[config.mk]
export PLATFORM = sky130hd
export DESIGN_NAME = crkt_sweep_ctrl
export DESIGN_NICKNAME = d
export VERILOG_FILES = /design/src/rtl/crkt_sweep_ctrl.sv
export SDC_FILE = /design/constraint.sdc
export NUM_CORES = 1
export LEC_CHECK = 0
export ABC_AREA = 1
export BUFFER_PORTS_ARGS = -buffer_cell sky130_fd_sc_hd__buf_2
export CORE_MARGIN = 5
export CORE_UTILIZATION = 45
export CTS_CLUSTER_DIAMETER = 50
export DETAILED_ROUTE_END_ITERATION = 8
export HOLD_SLACK_MARGIN = 0.02
export PLACE_DENSITY_LB_ADDON = 0.15
export SLEW_MARGIN = 10
export SYNTH_ARGS = -nofsm -noshare
export SYNTH_HDL_FRONTEND = slang
export SYNTH_SLANG_ARGS = --single-unit
export TNS_END_PERCENT = 5
[constraint.sdc]
create_clock -name clk -period 1.3 [get_ports clk]
set_input_delay 0.195 -clock clk [delete_from_list [all_inputs] [get_ports clk]]
set_output_delay 0.195 -clock clk [all_outputs]
set_load 0.02 [all_outputs]
[src/rtl/crkt_sweep_ctrl.sv]
// crkt_sweep_ctrl: steps a 3-input combinational CUT through all 8 input
// vectors, samples its output into a truth table after a programmable settle
// time, and compares the finished table against a golden table.
module crkt_sweep_ctrl #(
  parameter int unsigned SETTLE_CYCLES = 2,
  parameter logic [7:0]  EXPECTED      = 8'b1011_0010
) (
  input  logic       clk,
  input  logic       reset,
  input  logic       start,
  input  logic       y_in,
  output logic       a,
  output logic       b,
  output logic       c,
  output logic       busy,
  output logic       done,
  output logic       pass,
  output logic [7:0] truth_table,
  output logic [7:0] mismatch_mask
);

  localparam int unsigned CNT_W = 4;
  localparam int unsigned IDX_W = 3;
  localparam int unsigned TT_W  = 8;

  localparam logic [IDX_W-1:0] LAST_IDX    = IDX_W'(TT_W - 1);
  // Last settle count before moving to SAMPLE; only meaningful when SETTLE_CYCLES > 0
  localparam logic [CNT_W-1:0] SETTLE_LAST = CNT_W'(SETTLE_CYCLES - 1);
  localparam bit               SKIP_SETTLE = (SETTLE_CYCLES == 0);

  typedef enum logic [2:0] {
    S_IDLE   = 3'd0,
    S_APPLY  = 3'd1,
    S_SETTLE = 3'd2,
    S_SAMPLE = 3'd3,
    S_DONE   = 3'd4
  } state_e;

  state_e            state_q, state_d;
  logic [IDX_W-1:0]  idx_q,   idx_d;
  logic [CNT_W-1:0]  cnt_q,   cnt_d;
  logic [IDX_W-1:0]  vec_q,   vec_d;
  logic [TT_W-1:0]   tt_q,    tt_d;
  logic [TT_W-1:0]   mask_q,  mask_d;
  logic              busy_q,  busy_d;
  logic              done_q,  done_d;
  logic              pass_q,  pass_d;

  // State and datapath registers with synchronous reset
  always_ff @(posedge clk) begin
    if (reset) begin
      state_q <= S_IDLE;
      idx_q   <= '0;
      cnt_q   <= '0;
      vec_q   <= '0;
      tt_q    <= '0;
      mask_q  <= '0;
      busy_q  <= 1'b0;
      done_q  <= 1'b0;
      pass_q  <= 1'b0;
    end else begin
      state_q <= state_d;
      idx_q   <= idx_d;
      cnt_q   <= cnt_d;
      vec_q   <= vec_d;
      tt_q    <= tt_d;
      mask_q  <= mask_d;
      busy_q  <= busy_d;
      done_q  <= done_d;
      pass_q  <= pass_d;
    end
  end

  // Next-state and next-output logic for the sweep sequencer
  always_comb begin
    state_d = state_q;
    idx_d   = idx_q;
    cnt_d   = cnt_q;
    vec_d   = vec_q;
    tt_d    = tt_q;
    mask_d  = mask_q;
    busy_d  = busy_q;
    done_d  = done_q;
    pass_d  = pass_q;

    unique case (state_q)
      // IDLE and DONE accept a start identically; DONE results clear here
      S_IDLE, S_DONE: begin
        if (start) begin
          state_d = S_APPLY;
          idx_d   = '0;
          tt_d    = '0;
          busy_d  = 1'b1;
          done_d  = 1'b0;
          pass_d  = 1'b0;
          mask_d  = '0;
        end
      end

      S_APPLY: begin
        vec_d   = idx_q;
        cnt_d   = '0;
        state_d = SKIP_SETTLE ? S_SAMPLE : S_SETTLE;
      end

      // Hold the vector for exactly SETTLE_CYCLES cycles
      S_SETTLE: begin
        cnt_d = CNT_W'(cnt_q + CNT_W'(1));
        if (cnt_q == SETTLE_LAST) begin
          state_d = S_SAMPLE;
        end
      end

      // Capture y for the current vector; the last one finishes the sweep
      S_SAMPLE: begin
        tt_d[idx_q] = y_in;
        if (idx_q == LAST_IDX) begin
          state_d = S_DONE;
          busy_d  = 1'b0;
          done_d  = 1'b1;
          pass_d  = (tt_d == EXPECTED);
          mask_d  = tt_d ^ EXPECTED;
        end else begin
          idx_d   = IDX_W'(idx_q + IDX_W'(1));
          state_d = S_APPLY;
        end
      end

      default: begin
        state_d = S_IDLE;
      end
    endcase
  end

  assign a             = vec_q[2];
  assign b             = vec_q[1];
  assign c             = vec_q[0];
  assign busy          = busy_q;
  assign done          = done_q;
  assign pass          = pass_q;
  assign truth_table   = tt_q;
  assign mismatch_mask = mask_q;

endmodule
==> results of run 1 <==
## routing by layer
| layer | up-vias | global-route usage (%) | wire, um |
|---|---|---|---|
| met2 | 44 | 30.6 | 1880 |
| met1 | 687 | 20.7 | 1630 |
| met5 | - | 0 | 0 |
| met4 | 0 | 5.32 | 15 |
| li1 | 751 | - | - |
| met3 | 2 | 6.24 | 220 |
## final cells by class
cell class / count / area [um2]
Sequential cell: 32 / 653
Timing Repair Buffer: 45 / 307
Fill cell: 299 / 1120
Tap cell: 44 / 55.1
Clock buffer: 6 / 51.3
Clock inverter: 2 / 10.0
Inverter: 23 / 96.3
Multi-Input combinational cell: 137 / 812
## critical path, cell delays in order (launching register included)
cell and delay [ps]:
dfxtp_4 380, ha_4 160, ha_4 160, nor2_4 90, inv_2 60, nand2_4 90
buf_12 120, nand2_1 50, a21oi_1 120
## metrics by stage
stage / worst slack [ps] / TNS, ps / instances
2_1_floorplan: 16.6 / 0 / 197
3_5_place_dp: -76.4 / -647 / 278
6_report: -2.51 / -2.51 / 289
4_1_cts: -20.2 / -34.3 / 287
3_3_place_gp: -26.2 / -72.0 / 278
5_1_grt: -115 / -815 / 289
## logic make-up after synthesis
family                   count (synthesis)  share of synthesized area (%)
AND/OR/NAND/NOR                         90                           29.5
AO/OA/AOI/OAI                           43                           15.9
flip-flops                              32                           43.6
buffers and inverters                   28                           7.59
adder cells (fa/ha/maj)                  4                           3.41
## worst max-delay path by stage
| stage | from | to | slack [ps] | depth (start not counted) |
|---|---|---|---|---|
| floorplan | idx_q[0]$_SDFFE_PP0P_ | mismatch_mask[0]$_SDFFE_PP0P_ | 20 | 8 |
| global placement | idx_q[0]$_SDFFE_PP0P_ | idx_q[2]$_SDFFE_PP0P_ | -30 | 8 |
| detailed placement | idx_q[0]$_SDFFE_PP0P_ | idx_q[2]$_SDFFE_PP0P_ | -80 | 8 |
| CTS | idx_q[0]$_SDFFE_PP0P_ | pass$_SDFFE_PP0P_ | -20 | 10 |
| global route | idx_q[0]$_SDFFE_PP0P_ | pass$_SDFFE_PP0P_ | -110 | 9 |
| finish | idx_q[0]$_SDFFE_PP0P_ | busy$_SDFFE_PP0P_ | -3 | 8 |
## sequential cells by signal (all words and copies together), names as in the netlist
name,flops
mismatch_mask,8
truth_table,8
cnt_q,4
idx_q,3
state_q,3
vec_q,3
busy,1
done,1
pass,1
## power groups by stage
stage | logic, mW | clock network, mW | registers, mW
4_1_cts | 0.778 | 0.615 | 1.17
2_1_floorplan | 0.393 | 0 | 1.26
6_report | 0.815 | 0.605 | 1.17
5_1_grt | 0.901 | 0.664 | 1.19
3_5_place_dp | 0.760 | 0 | 1.19
3_3_place_gp | 0.744 | 0 | 1.18
## cells in the final DEF, fill, tap and decap left out, types with 6 or more instances in the layout
cell type and n:
nand2_1 35, nor2_1 15, inv_1 14, dfxtp_1 28
nand3_1 14, inv_2 6, nand2_2 8, a21oi_1 21
buf_2 25, buf_4 14
## what timing repair did
item	CTS	global route
buffers inserted	1	3
pin swaps	2	15
setup endpoints to repair	16	24
resized for setup	13	35
hold endpoints to repair	0	0
==> flow_metrics.tcl, run 1 <==
set metrics [dict create \
    fp.dieArea_um2 4500 \
    ys_seq_area_share_pct 43.6 \
    firstDrtPassIters 5 \
    cts_tree "built" \
    rsz0062_at_grt "true" \
    cts-htree-levels 2 \
    synth_cells 197 \
    worstSetupPathType "flop to flop" \
    vdd_drop_max_uv 960 \
    viasPerCell 5.13 \
    final_area_um2 1980 \
    areaGrowthSynthToFinish_pct 35.2 \
    slew_headroom_pct 82.0 \
    nets 252 \
    min_to "state_q[1]$_SDFFE_PP0P_" \
    die_w_um 67.1 \
    place_area_um2 1770 \
    cp-end-kind "flop" \
    cts_made_buffers 5 \
    tightestPinTransition_ps 270 \
    synth_edf_count 0 \
    maxCapViolations 0 \
    io-pin-count 26 \
    synth_top_flop_cell "dfxtp_1" \
    ff2ff_path_depth 8 \
    rows 20 \
    min_period_over_period_pct 100 \
    violations "setup timing" \
    finalSetupViolCount 1 \
    die_h_um 67.1 \
    synth.top_cells.by_area "dfxtp_1 (44%), nand2_1 (11%), a21oi_1 (8.2%)" \
    yosysTopAreaCell "dfxtp_1" \
    syn-num-nets 205 \
    drive_gt1_share_pct 39.6 \
    drc_errors 0 \
    r2r_slack_ps -3 \
    clkTransAtPathRegs_ps 100 \
    synth_area_um2 1470 \
    comb_power_share_pct 31.5 \
    start_util_pct 47.3 \
    p_leak_nw 0.853 \
    synth_top_area_share_pct 43.6 \
    routedWlPerCell_um 13.0 \
    drt_iter0_markers 80 \
    p_clk_share_pct 23.4 \
    cts-root-buf "clkbuf_4" \
    crit_arrival_ps 1570 \
    hold_ws_ps 87.9 \
    rr_startpoint "idx_q[0]$_SDFFE_PP0P_" \
    async_flop_share_pct 0 \
    power_mw 2.59 \
    p_sw_mw 0.943 \
    critPathRequiredTime_ps 1570 \
    setup_ws_ps -2.51 \
    fin_skew_ps 7.39 \
    reg2reg_to "busy$_SDFFE_PP0P_" \
    core-area_um2 3100 \
    timing.fmax_mhz 768 \
    synth_most_common_cell "nand2_1" \
    portBuffers 25 \
    synth_seq_cells 32 \
    period_minus_slack_ps 1300 \
    p_int_mw 1.64 \
    routabilityCongestion 0.841 \
    switching_share_pct 36.4 \
    path_max_fanout 6 \
    cts_sinks 32 \
    ys_warn_count 0 \
    clk_path_buf_depth 2 \
    vias 1484 \
    grt_overflow 0 \
    netlist-cell-type-count 27 \
    hp-class "primary input to flop" \
    grt_antenna_before_repair 0 \
    diodes 0 \
    grt_pass1_wl_um 6040 \
    ctsHoldBuffers 0 \
    antenna_left 0 \
    grt_pass1_vias 1423 \
    clock_latency_ps 340 \
    outcome "complete, but fails checks" \
    grt_usage_pct 17.8 \
    hpwl_um 2790 \
    drv_slew 0 \
    worstHoldStart "reset" \
    synth.avg_cell_area_um2 7.45 \
    fin_util_pct 64.0 \
    synth_top_cells_by_count "nand2_1 (43), dfxtp_1 (32), a21oi_1 (24)" \
    grt_max_degree 12 \
    p_per_area_nw_per_um2 1300 \
    p_seq_share_pct 45.1 \
    cp-start-kind "flop" \
    wirelength_um 3750 \
    final-hold-violation-count 0 \
    holdPathStages 2 \
]
Note: power is estimated with default switching activity, not from simulation.
==> run 2, diff against run 1 <==
Settings changed: CORE_UTILIZATION 45 to 39.
Clock period 1.3 ns to 1.1 ns, I/O delays scaled along.
==> flow_metrics.tcl, run 2 (synthesized netlist as in run 1, its figures left out) <==
set metrics [dict create \
    setup_ws_ps -195 \
    p_sw_mw 1.17 \
    fp.dieArea_um2 5090 \
    viasPerCell 4.77 \
    worstSetupPathType "flop to flop" \
    hpwl_um 2760 \
    finalNonFillerCells 308 \
    final_common_cell "nand2_1" \
    portBuffers 25 \
    violations "setup timing" \
    slowest_stage "dfxtp_4" \
    vias 1469 \
    path_max_fanout 7 \
    cp-start-kind "flop" \
    drt_iter0_markers 85 \
    ctsHoldBuffers 0 \
    comb_power_share_pct 31.2 \
    grt_overflow 0 \
    routedWlPerCell_um 12.1 \
    p_per_area_nw_per_um2 1610 \
    path_common_cell "ha_4" \
    clkTransAtPathRegs_ps 60 \
    core-area_um2 3660 \
    p_clk_share_pct 28.2 \
    cts-root-buf "clkbuf_8" \
    slew_headroom_pct 76.9 \
    min_period_over_period_pct 118 \
    reg2reg_to "mismatch_mask[3]$_SDFFE_PP0P_" \
    min_to "busy$_SDFFE_PP0P_" \
    layout_common_cells "nand2_1 (40), buf_4 (32), dfxtp_1 (28), buf_2 (25), a21oi_1 (20)" \
    period_minus_slack_ps 1300 \
    path_cells "ha_4, ha_4, nor2_4, inv_2, nand2_4, inv_6, o21ai_2, a21oi_1" \
    holdPathStages 3 \
    drv_slew 0 \
    cts_tree "built" \
    antenna_left 0 \
    clk_path_buf_depth 2 \
    grt_pass1_wl_um 6340 \
    ff2ff_path_depth 8 \
    final-hold-violation-count 0 \
    r2r_slack_ps -200 \
    slowest_delay_ps 360 \
    p_int_mw 2.25 \
    firstDrtPassIters 4 \
    cts_made_buffers 5 \
    post-place-ws_ps -207 \
    critPathRequiredTime_ps 1270 \
    grt_pass1_vias 1399 \
    p_leak_nw 0.921 \
    wirelength_um 3730 \
    rsz0062_at_grt "true" \
    crit_arrival_ps 1460 \
    diodes 0 \
    die_w_um 71.3 \
    switching_share_pct 34.3 \
    vdd_drop_max_uv 846 \
    rows 22 \
    grt_antenna_before_repair 0 \
    tightestPinTransition_ps 346 \
    grt_max_degree 15 \
    cts_sinks 32 \
    nets 268 \
    rr_startpoint "idx_q[1]$_SDFFE_PP0P_" \
    dp_cells 298 \
    p_seq_share_pct 40.6 \
    cp-end-kind "flop" \
    routabilityCongestion 0.818 \
    grt_usage_pct 15.7 \
    areaGrowthSynthToFinish_pct 44.8 \
    worstHoldStart "start" \
    maxCapViolations 0 \
    finalSetupViolCount 27 \
    start_util_pct 40.1 \
    outcome "complete, but fails checks" \
    timing.fmax_mhz 772 \
    die_h_um 71.3 \
    drc_errors 0 \
    fin_skew_ps 4.10 \
    io-pin-count 26 \
    fin_util_pct 58.0 \
    drive_gt1_share_pct 42.3 \
    hp-class "primary input to flop" \
    clock_latency_ps 280 \
    cts-htree-levels 2 \
]
run 2: cell count changes in the layout (fill, tap and decap cells not counted), moves of 2 or more:
cell      before  now
buf_4         14   32
clkbuf_8       1    7
clkbuf_4       5    0
nand2_1       35   40
nand2_2        8    4
o21ai_1        5    1
o21ai_2        2    6
buf_6          5    3
clkinv_2       2    0
nand3_1       14   16
nand3_2        4    2
run 2: repair_timing:
item,in CTS,in global routing
endpoints found under the setup margin,32,32
setup buffers,1,1
pin swaps,12,6
gates resized for setup,15,18
gates cloned,1,0
run 2: power groups by stage:
stage | logic [mW] | registers (mW) | clock network (mW)
2_1_floorplan | 0.478 | 1.50 | 0
3_3_place_gp | 0.927 | 1.39 | 0
3_5_place_dp | 0.933 | 1.40 | 0
4_1_cts | 1.01 | 1.38 | 0.994
5_1_grt | 1.18 | 1.41 | 1.05
6_report | 1.07 | 1.39 | 0.965
run 2: area by class of cell:
| cell class | count | area [um2] |
|---|---|---|
| Fill cell | 374 | 1540 |
| Multi-Input combinational cell | 138 | 818 |
| Sequential cell | 32 | 651 |
| Timing Repair Buffer | 60 | 399 |
| Inverter | 23 | 100 |
| Clock buffer | 7 | 96.3 |
| Tap cell | 48 | 60.1 |
run 2: worst max-delay path by stage:
stage	start	end	cells past startpoint
2_1_floorplan	idx_q[1]$_SDFFE_PP0P_	mismatch_mask[0]$_SDFFE_PP0P_	8
3_3_place_gp	idx_q[1]$_SDFFE_PP0P_	idx_q[2]$_SDFFE_PP0P_	8
3_5_place_dp	idx_q[1]$_SDFFE_PP0P_	idx_q[2]$_SDFFE_PP0P_	8
4_1_cts	idx_q[1]$_SDFFE_PP0P_	pass$_SDFFE_PP0P_	9
5_1_grt	idx_q[1]$_SDFFE_PP0P_	mismatch_mask[3]$_SDFFE_PP0P_	8
6_report	idx_q[1]$_SDFFE_PP0P_	mismatch_mask[3]$_SDFFE_PP0P_	8
run 2: worst max-delay path, delay by kind of cell, from the launching register on:
kind | cells | cell delay, ps
AO/OA/AOI/OAI | 2 | 140
adder cells (fa/ha/maj) | 2 | 330
buffers and inverters | 2 | 130
flip-flops | 1 | 360
AND/OR/NAND/NOR | 2 | 220
run 2: through the flow:
stage          hold WS [ps]  setup TNS (ps)  cell area, um2  total power [mW]
2_1_floorplan           234           -1010            1500              1.97
4_1_cts                 227           -3360            2060              3.38
5_1_grt                 212           -5680            2120              3.63
6_report                200           -3230            2120              3.42
3_5_place_dp            452           -4030            1910              2.33
3_3_place_gp            448           -3450            1910              2.32
run 2: metal layers:
layer | global-route usage [%] | up-vias | routed length, um
li1 | - | 778 | -
met4 | 4.18 | 0 | 19
met3 | 4.63 | 2 | 169
met2 | 24.1 | 30 | 1670
met5 | 0 | - | 0
met1 | 21.4 | 659 | 1870
==> run 3, diff against run 2 <==
Settings changed: BUFFER_PORTS_ARGS -buffer_cell sky130_fd_sc_hd__buf_2 to -buffer_cell sky130_fd_sc_hd__clkbuf_2, PLACE_DENSITY from default to 0.69, PLACE_DENSITY_LB_ADDON 0.15 to default.
Clock period 1.1 ns to 1 ns, I/O delays scaled along.
==> flow_metrics.tcl, run 3 (synthesized netlist as in run 1, its figures left out) <==
set metrics [dict create \
    outcome "complete, but fails checks" \
    violations "setup timing" \
    cp-start-kind "flop" \
    cts_sinks 32 \
    fin_skew_ps 6.08 \
    r2r_slack_ps -320 \
    vdd_drop_max_uv 1130 \
    grt_overflow 0 \
    fp.dieArea_um2 5090 \
    layout_common_cells "buf_4 (48), nand2_1 (41), dfxtp_1 (25), a21oi_1 (20), nor2_1 (16)" \
    hp-class "primary input to flop" \
    setup_ws_ps -317 \
    die_h_um 71.3 \
    io-pin-count 26 \
    clk_path_buf_depth 2 \
    hpwl_um 2740 \
    drv_slew 0 \
    worstSetupEndpoint "pass$_SDFFE_PP0P_" \
    vias 1589 \
    rows 22 \
    slew_headroom_pct 75.3 \
    rsz0062_at_grt "true" \
    finalSetupViolCount 34 \
    final-hold-violation-count 0 \
    finalNonFillerCells 320 \
    cts_made_buffers 5 \
    ff2ff_path_depth 8 \
    path_max_fanout 5 \
    place_area_um2 1950 \
    holdPathStages 2 \
    start_util_pct 40.1 \
    worstSetupPathType "flop to flop" \
    cts-root-buf "clkbuf_8" \
    clock_latency_ps 290 \
    grt_antenna_before_repair 0 \
    setup_tns_ps -6160 \
    p_leak_nw 0.976 \
    cts_tree "built" \
    clkTransAtPathRegs_ps 70 \
    firstDrtPassIters 4 \
    grt_max_degree 11 \
    reg2reg_to "pass$_SDFFE_PP0P_" \
    viasPerCell 4.97 \
    drt_iter0_markers 68 \
    core-area_um2 3660 \
    grt_pass1_vias 1538 \
    diodes 0 \
    wirelength_um 4270 \
    grt_usage_pct 17.3 \
    cts-htree-levels 2 \
    nets 279 \
    portBuffers 25 \
    final_common_cell "buf_4" \
    grt_pass1_wl_um 6980 \
    areaGrowthSynthToFinish_pct 52.8 \
    min_period_over_period_pct 132 \
    routedWlPerCell_um 13.4 \
    routabilityCongestion 0.834 \
    dp_cells 304 \
    timing.fmax_mhz 759 \
    die_w_um 71.3 \
    maxCapViolations 0 \
    crit_start "idx_q[1]$_SDFFE_PP0P_" \
    tightestPinTransition_ps 369 \
    cp-end-kind "flop" \
    period_minus_slack_ps 1320 \
    final_area_um2 2240 \
    post-place-ws_ps -355 \
    drc_errors 0 \
    crit_arrival_ps 1550 \
    drive_gt1_share_pct 47.1 \
    rr_startpoint "idx_q[1]$_SDFFE_PP0P_" \
    antenna_left 0 \
    worstHoldStart "reset" \
    critPathRequiredTime_ps 1230 \
    p_per_area_nw_per_um2 1720 \
]
==> run 3: cell types whose count changed in the layout (fill, tap and decap cells not counted), moves of 2 or more <==
cell      previous run  this run
buf_2               25         3
buf_4               32        48
clkbuf_2             0        15
inv_2                5         9
nand3_1             16        12
nand3_2              2         6
dfxtp_1             28        25
inv_1               14        11
clkinv_2             0         2
dfxtp_2              2         4
nor2_1              14        16
nor2_2               2         0
==> run 3: worst max-delay path: stages (launching register included) <==
cell	delay, ps
dfxtp_4	360
ha_4	160
ha_4	170
nor2_4	90
inv_2	70
nand2_4	130
buf_4	130
nand2_1	40
a21oi_1	110
==> run 3: worst min-delay path by stage <==
stage / endpoint
final: truth_table[3]$_SDFFE_PP0P_
after global routing: truth_table[3]$_SDFFE_PP0P_
after CTS: truth_table[3]$_SDFFE_PP0P_
after detailed placement: truth_table[3]$_SDFFE_PP0P_
after global placement: truth_table[3]$_SDFFE_PP0P_
after floorplan: pass$_SDFFE_PP0P_
==> run 3: layer usage <==
metal | global-route usage [%] | vias to the layer above | routed length [um]
li1 | - | 798 | -
met1 | 20.7 | 736 | 1890
met2 | 29.2 | 46 | 2070
met3 | 5.33 | 9 | 235
met4 | 6.47 | 0 | 77
met5 | 0 | - | 0
==> run 3: report_power, final <==
part	internal [mW]	switching [mW]	leakage [nW]
sequential	1.41	0.109	0.264
combinational	0.507	0.760	0.662
clock	0.549	0.515	0.0510
total	2.47	1.38	0.976
==> run 3: timing repair <==
action | 4_1_cts | 5_1_grt
pin swaps | 15 | 8
endpoints found under the setup margin | 35 | 42
hold buffers | 0 | 0
gates resized for setup | 31 | 26
setup buffers | 6 | 1
cloned | 1 | 0
==> run 3: per-stage QoR <==
| stage | util (%) | hold WS, ps | total power [mW] |
|---|---|---|---|
| 3_5_place_dp | 53.3 | 401 | 2.63 |
| 5_1_grt | 61.2 | 104 | 4.07 |
| 6_report | 61.2 | 92.3 | 3.85 |
| 3_3_place_gp | 53.3 | 390 | 2.61 |
| 4_1_cts | 60.0 | 88.9 | 3.82 |
| 2_1_floorplan | - | 219 | 2.17 |
==> run 3: area by class of cell <==
cell class              count  area, um2
clock buffers               6       82.6
clock inverters             2       10.0
fillers                   319       1420
inverters                  23       97.6
multi-input cells         138        825
flip-flops and latches     32        657
well taps                  48       60.1
repair buffers             71        510
